===== config.mk =====
export PLATFORM = sky130hd
export DESIGN_NAME = data_stack
export DESIGN_NICKNAME = d
export VERILOG_FILES = /design/src/rtl/data_stack.sv
export SDC_FILE = /design/constraint.sdc
export NUM_CORES = 1
export LEC_CHECK = 0
export BUFFER_PORTS_ARGS = -buffer_cell sky130_fd_sc_hd__buf_2
export CAP_MARGIN = 5
export CORE_AREA = 2 2 221 223
export CTS_CLUSTER_DIAMETER = 80
export DETAILED_ROUTE_END_ITERATION = 8
export DIE_AREA = 0 0 223 225
export HOLD_SLACK_MARGIN = 0.15
export SLEW_MARGIN = 0
export SYNTH_ARGS = -nofsm -noshare
export SYNTH_HDL_FRONTEND = slang
export SYNTH_SLANG_ARGS = --single-unit

===== constraint.sdc =====
create_clock -name clk -period 11.3 [get_ports clk]
set_input_delay 2.26 -clock clk [delete_from_list [all_inputs] [get_ports clk]]
set_output_delay 2.26 -clock clk [all_outputs]
set_load 0.1 [all_outputs]

===== src/rtl/data_stack.sv =====
// LIFO of DEPTH x WIDTH registers with a registered pop port, a combinational top-of-stack
// peek and sticky overflow/underflow flags. The stack pointer always equals the entry count.
module data_stack #(
    parameter int WIDTH = 16,
    parameter int DEPTH = 32,
    parameter int PTR_W = 5
) (
    input  logic             clk,
    input  logic             rst,
    input  logic             rst_stack,
    input  logic             push_stack,
    input  logic             pop_stack,
    input  logic [WIDTH-1:0] stack_data,
    output logic [WIDTH-1:0] pop_data,
    output logic             pop_valid,
    output logic [WIDTH-1:0] top_data,
    output logic [PTR_W:0]   count,
    output logic             full,
    output logic             empty,
    output logic             overflow,
    output logic             underflow
);

    logic [WIDTH-1:0] mem [DEPTH];
    logic [PTR_W:0]   sp;
    logic [PTR_W-1:0] top_idx;
    logic [PTR_W-1:0] wr_idx;
    logic             wr_en;

    assign top_idx  = PTR_W'(sp - 1'b1);
    assign count    = sp;
    assign empty    = (sp == '0);
    assign full     = (sp == (PTR_W+1)'(DEPTH));
    // Stale memory is never exposed: an empty stack peeks as zero.
    assign top_data = empty ? '0 : mem[top_idx];

    // Write port: a simultaneous push/pop replaces the top entry in place.
    always_comb begin
        wr_en  = 1'b0;
        wr_idx = sp[PTR_W-1:0];
        if (!rst && !rst_stack && push_stack) begin
            if (pop_stack && !empty) begin
                wr_en  = 1'b1;
                wr_idx = top_idx;
            end else if (!full) begin
                wr_en = 1'b1;
            end
        end
    end

    always_ff @(posedge clk) begin
        if (wr_en) mem[wr_idx] <= stack_data;
    end

    always_ff @(posedge clk) begin
        if (rst) begin
            sp        <= '0;
            pop_data  <= '0;
            pop_valid <= 1'b0;
            overflow  <= 1'b0;
            underflow <= 1'b0;
        end else if (rst_stack) begin
            sp        <= '0;
            pop_valid <= 1'b0;
            overflow  <= 1'b0;
            underflow <= 1'b0;
        end else begin
            pop_valid <= 1'b0;
            if (push_stack && pop_stack) begin
                if (!empty) begin
                    pop_data  <= mem[top_idx];
                    pop_valid <= 1'b1;
                end else begin
                    underflow <= 1'b1;
                    sp        <= sp + 1'b1;
                end
            end else if (push_stack) begin
                if (!full) sp <= sp + 1'b1;
                else       overflow <= 1'b1;
            end else if (pop_stack) begin
                if (!empty) begin
                    pop_data  <= mem[top_idx];
                    pop_valid <= 1'b1;
                    sp        <= sp - 1'b1;
                end else begin
                    underflow <= 1'b1;
                end
            end
        end
    end

endmodule


==> run metrics <==
area grow syn2layout=14.3%; # IOs=64; sw power=1.18 mW; critical path peak fanout=55; antenna viol nets, final=0; Synth Flop Type=edfxtp_1; Tmin final=7.80 ns; routed len/inst=27.4 microns; CTS max path bufs=3; register area share after synthesis=0.749; Final TNS setup=0 ns; vias in the first global route=10,800; Worst slew margin=0.261; post-synth cell types=56; post-CTS setup repair buffer count=0; Max-Cap Viols=0; GR Overflow Total=0; LEAKAGE=7.63 nW; worst min path class=reg -> reg; crit path DAT=5.54 ns; initial antenna violation count=3; Hold-fix buffers, CTS=0; multi-input logic area=0.00518 sq mm; initial core utilization=0.446; Post-synth EDFFs=512; diodes inserted=0; CP max stage cell=ha_4; chip width=223 microns; drt pass-1 iters=7; Final Wtd Congestion=0.832; PD cells=186 mW/mm^2; Layout Nets=1,226; Seq pwr share=0.488; pin count of the biggest net entering global routing=56; GRT Total Usage=0.207; drt total wl=51.0 mm; Clock power frac=0.380; Setup violations, final=0; full die area=0.0502 sq mm; worst reg2reg setup slack=6.38 ns; TritonCTS buffer count=55; Crit path required time=9.04 ns; Buf+Inv Stages, Crit Path=3; Worst path top cell family by delay=buffers and inverters; #FFs+latches synth=537; period utilization=0.690; f_max=0.128 GHz; vias per cell=5.83; first-pass GRT wire length=74.6 mm; startpoint class of the critical path=register; Ys Warns=0; Iteration-0 DRC Markers=1,128; Pint=3.33 mW; Clock Skews=0.0247 ns; Cells after DPL=1,760; status=complete, no violations; crit path kind=reg -> out; Tightest Pin Transition=1.11 ns; Die Y=225 microns; via count=10,900; Layout Cells excl Fill=1,862; Post-Syn Area=0.0212 sq mm; port bufs=63; fill count=3,793; commonest non-fill, non-tap cells in the layout=edfxtp_1 (512), mux4_2 (118), nand2_1 (73); Avg Cell Area, Syn=19.3 sq um; crit-path cells=inv_2 > ha_4 > buf_4 > mux4_2 > nor2_1 > o22ai_1 > o221ai_1 > nor4b_1 > buf_2; Mapped Cells=1,101; share of cells above drive strength 1=0.282; Comb power frac=0.132; # DRC=0; root buffer cell=clkbuf_16; site row count=80; CP max stage delay=1.03 ns; FF/Latch Area=0.0159 sq mm; CTS resizes=0; critical path capture point type=output pin; ys async rst share=0; Clock transition at path regs=0.06 ns; CTS tree=built; Final Hold Fails=0; Worst-Skew Late Latency=0.61 ns; # clock sinks=537; synthesized net count=1,125; fin. max-slew vios=0; H-tree depth=2; most common cell after layout, fill and taps aside=edfxtp_1; RSZ-0062 raised after global routing=no; VDD IR max=0.119 mV; switching share of power=0.262; CORE AREA=0.0475 sq mm; DPL Wire Length=30.7 mm
## Yosys cell counts (all sizes together), types with 6 or more instances
master    n  area share
a31oi     6      0.0027
o21ai     8      0.0024
nor3     47       0.011
inv       8      0.0014
nor4b    10      0.0041
and2     10      0.0030
nand3    10      0.0024
o31ai    18      0.0064
mux2i    42       0.020
o22ai    15      0.0044
a21oi    10      0.0024
clkbuf   22      0.0039
a211oi   10      0.0035
mux4    118        0.13
nand2    73       0.013
edfxtp  512        0.73
dfxtp    25       0.024
nor2     51      0.0097
o221ai   16      0.0066
or3       6      0.0018
buf      41       0.011
## power by group through the flow
stage               Combinational (mW)  Clock (mW)  Sequential (mW)
floorplan                        0.387           0             2.28
global placement                 0.597           0             2.25
detailed placement               0.601           0             2.25
CTS                              0.602        1.75             2.20
global route                     0.625        1.82             2.20
finish                           0.597        1.72             2.20
## sequential cells by signal (all words and copies together), names as in the netlist
register	flops
count	6
mem	512
overflow	1
pop_data	16
pop_valid	1
underflow	1
## tightest hold or removal path, delay by kind of cell (launching register included)
family | cells | cell delay [ns]
flops | 1 | 0.32
simple gates | 1 | 0.05
compound gates | 1 | 0.05
## layer usage
layer	global-route usage	wire, microns
met1	0.290	21900
met5	0	26
met3	0.0407	3350
met2	0.335	24600
met4	0.0539	1100
## worst paths after layout
check | endpoint | depth (start not counted) | from
hold / removal | pop_data[6] | 2 | pop_data[6]
setup reg to reg | mem[0][1] | 6 | count[0]
setup / recovery | top_data[13] | 9 | count[0]
hold reg to reg | pop_data[6] | 2 | pop_data[6]
## per-stage QoR
stage | utilization | instance area (sq um) | hold slack, ns | total power [mW] | setup WS (ns)
after floorplan | - | 21200 | 0.802 | 2.67 | 2.64
after global placement | 0.474 | 22500 | 0.438 | 2.84 | 4.09
after detailed placement | 0.474 | 22500 | 0.446 | 2.85 | 4.06
after CTS | 0.509 | 24200 | 0.457 | 4.55 | 3.41
after global routing | 0.509 | 24200 | 0.477 | 4.65 | 3.16
final | 0.509 | 24200 | 0.453 | 4.52 | 3.50
## cells by family (layout without fill, tap and decap cells)
| group | after synthesis | after routing | share of synthesized area |
|---|---|---|---|
| AO/OA/AOI/OAI | 96 | 96 | 0.0337 |
| AND/OR/NAND/NOR | 226 | 226 | 0.0510 |
| adder cells (fa/ha/maj) | 3 | 3 | 0.00177 |
| flip-flops | 537 | 537 | 0.749 |
| multiplexers | 161 | 161 | 0.146 |
| buffers and inverters | 73 | 219 | 0.0167 |
| XOR/XNOR | 5 | 5 | 0.00207 |
## layout make-up
type / count / area share
Timing Repair Buffer: 107 / 0.0267
Clock buffer: 75 / 0.0625
Sequential cell: 537 / 0.656
Inverter: 10 / 0.00155
Tap cell: 615 / 0.0318
Multi-Input combinational cell: 491 / 0.214
Clock inverter: 27 / 0.00801
No activity file was read; power rests on OpenSTA's default activity.
